**src/rtl/aes_dec_pkg.sv**
```systemverilog
// rtl/aes_dec_pkg.sv - shared FSM encodings and data widths for the AES decryptor arbiter
package aes_dec_pkg;

   localparam int AES_BLK_W = 128;
   localparam int AES_SEL_W = 4;

   localparam logic [1:0] ST_IDLE = 2'd0;
   localparam logic [1:0] ST_LOAD = 2'd1;
   localparam logic [1:0] ST_RUN  = 2'd2;
   localparam logic [1:0] ST_DONE = 2'd3;

endpackage

```
**src/rtl/rr_priority_pick.sv**
```systemverilog
// rtl/rr_priority_pick.sv - combinational round-robin pick: first set request at or after ptr
module rr_priority_pick
   import aes_dec_pkg::*;
#(
   parameter int N_REQ = 4,
   parameter int IDX_W = $clog2(N_REQ)
) (
   input  logic [N_REQ-1:0] req,
   input  logic [IDX_W-1:0] ptr,
   output logic [IDX_W-1:0] owner,
   output logic             any_valid
);

   // Walk offsets from far to near so the nearest hit to ptr is the one that sticks.
   always_comb begin
      int                j;
      logic [IDX_W-1:0]  idx;
      owner     = '0;
      any_valid = 1'b0;
      j         = 0;
      idx       = '0;
      for (int k = N_REQ - 1; k >= 0; k--) begin
         j = int'(ptr) + k;
         if (j >= N_REQ) j = j - N_REQ;
         idx = IDX_W'(j);
         if (req[idx]) begin
            owner     = idx;
            any_valid = 1'b1;
         end
      end
   end

endmodule

```
**src/rtl/aes_dec_arbiter.sv**
```systemverilog
// rtl/aes_dec_arbiter.sv - round-robin sharing of one AES decryptor core among N_REQ requesters
// Optional RUN watchdog enabled by defining AES_ARB_TIMEOUT_EN.
module aes_dec_arbiter
   import aes_dec_pkg::*;
#(
   parameter int N_REQ   = 4,
   parameter int TIMEOUT = 64
) (
   input  logic                         Clk,
   input  logic                         Rst,
   input  logic [N_REQ-1:0]             Req,
   input  logic [AES_BLK_W*N_REQ-1:0]   ReqCT,
   input  logic [AES_BLK_W*N_REQ-1:0]   ReqKey,
   output logic [AES_SEL_W-1:0]         KeySel,
   output logic [N_REQ-1:0]             Ack,
   output logic [AES_BLK_W-1:0]         PtOut,
   output logic                         Busy,
   output logic                         Err,
   output logic                         DecEn,
   output logic [AES_BLK_W-1:0]         DecCT,
   output logic [AES_BLK_W-1:0]         DecKey,
   input  logic [AES_SEL_W-1:0]         DecSelKey,
   input  logic                         DecRy,
   input  logic [AES_BLK_W-1:0]         DecPT
);

   localparam int IDX_W = $clog2(N_REQ);

   logic [1:0]       state;
   logic [IDX_W-1:0] owner;
   logic [IDX_W-1:0] ptr;
   logic [IDX_W-1:0] pick_owner;
   logic             pick_valid;

   rr_priority_pick #(.N_REQ(N_REQ), .IDX_W(IDX_W)) u_pick (
      .req       (Req),
      .ptr       (ptr),
      .owner     (pick_owner),
      .any_valid (pick_valid)
   );

`ifdef AES_ARB_TIMEOUT_EN
   localparam int TMR_W = $clog2(TIMEOUT + 1);
   logic [TMR_W-1:0] timer;
   logic             err_flag;
`else
   // TIMEOUT has no effect without the watchdog; a non-positive value is simply ignored.
   if (TIMEOUT < 1) begin : g_timeout_unused
   end
`endif

   always_ff @(posedge Clk or negedge Rst) begin
      if (!Rst) begin
         state <= ST_IDLE;
         owner <= '0;
         ptr   <= '0;
         DecEn <= 1'b0;
         DecCT <= '0;
         PtOut <= '0;
`ifdef AES_ARB_TIMEOUT_EN
         timer    <= '0;
         err_flag <= 1'b0;
`endif
      end else begin
         case (state)
            ST_IDLE: begin
               if (pick_valid) begin
                  owner <= pick_owner;
                  DecCT <= ReqCT[int'(pick_owner)*AES_BLK_W +: AES_BLK_W];
                  state <= ST_LOAD;
               end
            end
            ST_LOAD: begin
               DecEn <= 1'b1;
`ifdef AES_ARB_TIMEOUT_EN
               timer    <= '0;
               err_flag <= 1'b0;
`endif
               state <= ST_RUN;
            end
            ST_RUN: begin
`ifdef AES_ARB_TIMEOUT_EN
               timer <= timer + 1'b1;
`endif
               if (DecRy) begin
                  PtOut <= DecPT;
                  DecEn <= 1'b0;
                  state <= ST_DONE;
               end
`ifdef AES_ARB_TIMEOUT_EN
               else if (timer == TMR_W'(TIMEOUT - 1)) begin
                  PtOut    <= '0;
                  DecEn    <= 1'b0;
                  err_flag <= 1'b1;
                  state    <= ST_DONE;
               end
`endif
            end
            default: begin
               ptr   <= (owner == IDX_W'(N_REQ - 1)) ? '0 : owner + 1'b1;
               state <= ST_IDLE;
            end
         endcase
      end
   end

   always_comb begin
      Ack = '0;
      if (state == ST_DONE) Ack[owner] = 1'b1;
   end

   assign Busy   = (state != ST_IDLE);
   assign KeySel = DecSelKey;
   assign DecKey = ReqKey[int'(owner)*AES_BLK_W +: AES_BLK_W];

`ifdef AES_ARB_TIMEOUT_EN
   assign Err = err_flag && (state == ST_DONE);
`else
   assign Err = 1'b0;
`endif

endmodule
```
**config.mk**
```make
export PLATFORM = sky130hd
export DESIGN_NAME = aes_dec_arbiter
export DESIGN_NICKNAME = d
export VERILOG_FILES = /design/src/rtl/aes_dec_pkg.sv /design/src/rtl/rr_priority_pick.sv /design/src/rtl/aes_dec_arbiter.sv
export SDC_FILE = /design/constraint.sdc
export NUM_CORES = 1
export LEC_CHECK = 0
export CAP_MARGIN = 10
export CELL_PAD_IN_SITES_DETAIL_PLACEMENT = 0
export CELL_PAD_IN_SITES_GLOBAL_PLACEMENT = 1
export CORE_AREA = 5 5 609 611
export DETAILED_ROUTE_END_ITERATION = 10
export DIE_AREA = 0 0 614 616
export PLACE_DENSITY_LB_ADDON = 0.1
export SLEW_MARGIN = 20
export SYNTH_ARGS = -nofsm -noshare
export SYNTH_HDL_FRONTEND = slang
export SYNTH_SLANG_ARGS = --single-unit
```
**constraint.sdc**
```tcl
create_clock -name Clk -period 2.05 [get_ports Clk]
set_clock_uncertainty 0.15 [all_clocks]
set_input_delay 0.3075 -clock Clk [delete_from_list [all_inputs] [get_ports Clk]]
set_output_delay 0.3075 -clock Clk [all_outputs]
set_load 0.02 [all_outputs]
```
# ---- After elaboration in Yosys (flattened, before gate mapping)
# Cells that the tools add are included.
dict set report totals {
  reg_bits 263
  latch_bits 0
  mem_bits_rw 0
  mem_bits_ro 0
  inputBits 1163
  word_cells 70
  mem_count 0
}
dict set report op_classes {
  n_addsub 8
  mul 0
  div_mod_pow 0
  magnitude_cmp 10
  eq_ne 6
  shifts 2
  muxes 29
  n_bitwise 0
  n_reduce_logical 9
}
# operator n
set ops {}
lappend ops {{$shiftx 512x10->128} 2}
lappend ops {{$mux 2} 11}
lappend ops {{$lt 2x3->1 const B} 5}
lappend ops {{$mux 1} 10}
lappend ops {{$ge 3x3->1 const B} 3}
lappend ops {{$bmux 1 s2} 4}
lappend ops {{$reduce_and 2->1} 4}
lappend ops {{$sub 2x1->2 const B} 4}
lappend ops {{$add 2x2->3 const B} 2}
lappend ops {{$eq 2x2->1 const B} 3}
lappend ops {{$pmux 2 s3} 1}
lappend ops {{$mux 4} 1}
lappend ops {{$ne 2x2->1 const B} 2}
lappend ops {{$reduce_bool 2->1} 2}
lappend ops {{$add 2x1->3 const B} 1}
lappend ops {{$ge 2x3->1 const B} 1}
lappend ops {{$reduce_or 3->1} 1}
lappend ops {{$add 2x1->2 const B} 1}
lappend ops {{$demux 1 s2} 1}
lappend ops {{$eq 2x1->1 const B} 1}
lappend ops {{$ge 2x1->1 const B} 1}
lappend ops {{$logic_not 2->1} 1}
lappend ops {{$pmux 1 s2} 1}
lappend ops {{$logic_and 1x1->1} 1}

# ---- Logic depth before layout (Yosys ltp)
dict set report logic_depth {
  word_depth 11
  depth_mapped 8
}

# ---- By module
# Synthesis repeated with hierarchy kept, for this count alone.
dict set report unflattened {
  hier_cells 1198
  area_unflattened_um2 16094.2
}
# mod instances cells_per_inst area_per_inst_um2 seq_area_each_um2
set by_module_without_submodules {}
lappend by_module_without_submodules {aes_dec_arbiter 1 1185 16016.6 6581.3}
lappend by_module_without_submodules {rr_priority_pick 1 13 77.6 0.0}

# ---- Worst setup path after synthesis
# OpenSTA, ideal clock, no wires.
dict set report synth_path {
  kind {register to output}
  start {register owner[0]}
  end {output DecKey[101]}
  arrival_time_ns 1.585
  t_required_ns 1.592
  setup_slack_ns 0.007
  path_stages_with_launch 5
  path_buffers 3
  cell_sequence {dfrtp_1 -> clkbuf_1 -> buf_2 -> buf_2 -> mux4_2}
}
dict set report synth_between {
  elab_chain_cells 1
}
# item line
set synth_rtl {}
lappend synth_rtl {{start: declaration} aes_dec_arbiter.sv:30} ;# logic [IDX_W-1:0] owner;
lappend synth_rtl {{start signal: assignment} aes_dec_arbiter.sv:68} ;# owner <= pick_owner;
lappend synth_rtl {{$shiftx 512x10->128} aes_dec_arbiter.sv:114} ;# assign DecKey = ReqKey[int'(owner)*AES_BLK_W +: AES_BLK_W];
lappend synth_rtl {{end: declaration} aes_dec_arbiter.sv:21} ;# output logic [AES_BLK_W-1:0] DecKey,
# Every way passes these cells.

# ---- Worst setup path after layout
dict set report layout_path {
  start {register owner[0]}
  end {output DecKey[28]}
}
# The elaborated chain is that of the path after synthesis.

==> results.json <==
{
  "ir_worst_vdd_v": 0.000606,
  "post_drt_wl_per_cell_um": 31.0,
  "rsz0062_at_grt": "true",
  "clk_latency_ns": 0.70,
  "status": "complete, but fails checks",
  "worstPathMaxFanout": 8,
  "start_util_pct": 4.55,
  "power_frac_clock_pct": 14.9,
  "multi_input_area_um2": 10700,
  "ios": 1558,
  "port_buffers": 1548,
  "syn_avg_cell_area_um2": 13.8,
  "fin_nets": 4299,
  "p_per_area_nw_per_um2": 1280,
  "clock-root-buffer": "clkbuf_16",
  "num_rows": 222,
  "max_freq_ghz": 0.339,
  "critPathMaxStageDelay_ns": 0.62,
  "yosysSeqAreaShare_pct": 39.7,
  "cp_slowest_cell": "mux4_2",
  "holdCritPathClass": "input port to flop",
  "area_growth_pct": 183,
  "synthTopCellsByCount": "263 x dfrtp_1, 256 x mux2i_1, 132 x nand2_1",
  "critPathCaptureType": "primary output",
  "gp_congestion": 0.812,
  "cts_buffers": 49,
  "pwr-share-comb_pct": 69.3,
  "rr_startpoint": "ptr[0]",
  "grt_pass1_vias": 22000,
  "p_leak_uw": 0.0193,
  "vias_per_cell": 2.56,
  "worst_pin_slew_ns": 0.518,
  "overflow": 0,
  "die_y_um": 616,
  "crit_start": "owner[0]",
  "syn-instance-count": 1201,
  "fin_ws_ns": -0.900,
  "power_uw": 60100,
  "firstDrtPassIters": 5,
  "hold_viol": 0,
  "synth_largest_area_cell": "dfrtp_1",
  "drt_iter0_markers": 769,
  "p_int_uw": 34400,
  "crit_path_frequent_cell": "buf_12",
  "yosys_warnings": 0,
  "yosysMostFrequentCell": "dfrtp_1",
  "grt_max_degree": 55,
  "h-tree-depth": 2,
  "arrival_ns": 2.49,
  "clk_pin_slew_worst_paths_ns": 0.06,
  "grt_pass1_wl_um": 295000,
  "cp_cell_sequence": "buf_12 > buf_16 > buf_12 > mux4_2 > buf_12",
  "ys_async_sr_fraction_pct": 100,
  "ant_nets": 0,
  "postPlaceCellArea_um2": 39000,
  "hpwl_um": 215000,
  "cp_data_required_time_ns": 1.59,
  "power_frac_seq_pct": 15.7,
  "synth-edff-count": 0,
  "clockBufferDepth": 3,
  "fill_cells": 41200,
  "max_slew_margin_pct": 65.4,
  "fp.dieW_um": 614,
  "p_switching_uw": 25700,
  "synth_top_area_share_pct": 39.7,
  "maxCapViolCount": 0,
  "report.final.slew_viol_count": 0,
  "seqCellArea_um2": 6590,
  "synth.area.top_cells": "dfrtp_1 40%, mux4_2 17%, mux2i_1 15%",
  "swShare_pct": 42.8,
  "layout-drive-gt1-share_pct": 32.8,
  "die-area_um2": 378000,
  "cp-start-kind": "flop",
  "design_area_um2": 46900,
  "period_minus_slack_ns": 2.95,
  "ys_ff_latch": 263,
  "setup_violations": 261,
  "synth_nets": 2373,
  "rrSetupSlack_ns": -0.26,
  "wirelength_um": 248000,
  "core_um2": 364000,
  "final.period_utilization_pct": 144,
  "path_class": "flop to primary output",
  "drc_errors": 0,
  "cts_tree": "done",
  "synth_cell_types": 32,
  "antenna_found_initial": 255,
  "cts_sinks": 263,
  "track_usage_pct": 12.4,
  "vias": 20500,
  "worstHoldStart": "DecPT[43]",
  "synth_top_flop_cell": "dfrtp_1",
  "violations": "setup timing",
  "synth_area_um2": 16600
}
-- stage by stage --
step	cells	TNS, ns	util, %	hold WS [ns]	setup slack, ns
4_1_cts	7925	-222.55	12.0	0.00218	-1.06
3_3_place_gp	7637	-203.44	10.7	0.101	-1.34
3_5_place_dp	7637	-195.76	10.7	0.103	-1.26
5_1_grt	8000	-154.77	12.8	0.0274	-1.04
6_report	8016	-114.56	12.9	0.108	-0.900
2_1_floorplan	1201	0	-	-0.138	0.00715
-- placed cells by master (no fill, tap or decap), types with 91 or more instances in the layout --
cell type and n:
dlygate4sd3_1 111, buf_6 149, mux2i_1 121, mux2_2 130, dlymetal6s2s_1 253, dfrtp_1 259, nand2_1 130, clkdlybuf4s50_1 1157
mux2i_4 91, buf_4 153, mux4_2 128
-- sequential cells by signal, summed over array words and instances (netlist names) --
name   flops
owner      2
DecCT    128
state      2
PtOut    128
ptr        2
DecEn      1
-- power groups by stage --
| stage | logic (µW) | clock network, µW | registers (µW) |
|---|---|---|---|
| 3_3_place_gp | 35600 | 0 | 9710 |
| 5_1_grt | 43900 | 9680 | 9810 |
| 6_report | 41700 | 8980 | 9440 |
| 2_1_floorplan | 13100 | 0 | 12300 |
| 4_1_cts | 39300 | 9640 | 9630 |
| 3_5_place_dp | 35300 | 0 | 9710 |
-- layer usage --
metal,up-vias,global-route usage (%),wire length [µm]
met4,96,1.96,4980
met3,414,4.59,22300
met5,-,0,639
met1,10100,13.3,91100
met2,1236,23.2,129000
li1,8686,-,-
-- worst paths after layout --
path / end / cells after the start
setup reg to reg: DecCT[98] / 10
hold / removal: PtOut[43] / 2
max in group asynchronous: DecCT[126] / 3
hold reg to reg: DecCT[40] / 2
setup / recovery: DecKey[28] / 5
min in group asynchronous: DecCT[72] / 3
-- area by class of cell --
cell class	instances	area share [%]
Antenna cell	34	0.182
Clock buffer	76	3.05
Clock inverter	14	0.529
Inverter	7	0.0774
Multi-Input combinational cell	811	22.8
Sequential cell	263	14.1
Tap cell	4816	12.9
Timing Repair Buffer	1995	46.4
-- worst max-delay path, delay by kind of cell, from the launching register on --
family | cells | cell delay [ns]
mux | 1 | 0.62
flops | 1 | 0.47
buf+inv | 4 | 0.66
-- repair_timing --
action / CTS / global route
resized for setup: 471 / 757
hold buffers: 112 / 0
cloned: 13 / 16
setup buffers: 77 / 63
setup endpoints to repair: 520 / 521
pin swaps: 16 / 85
endpoints found under the hold margin: 373 / 0
-- cells by family (layout without fill, tap and decap cells) --
kind of cell | count (synthesis) | count (layout) | synth area share [%]
fa+ha+maj | 9 | 9 | 0.680
compound gates | 140 | 140 | 8.35
other cells | 1 | 35 | 0.0226
buf+inv | 127 | 2092 | 5.97
simple gates | 147 | 147 | 3.56
flops | 263 | 263 | 39.7
mux | 514 | 514 | 41.7
Note: power is estimated with default switching activity, not from simulation.
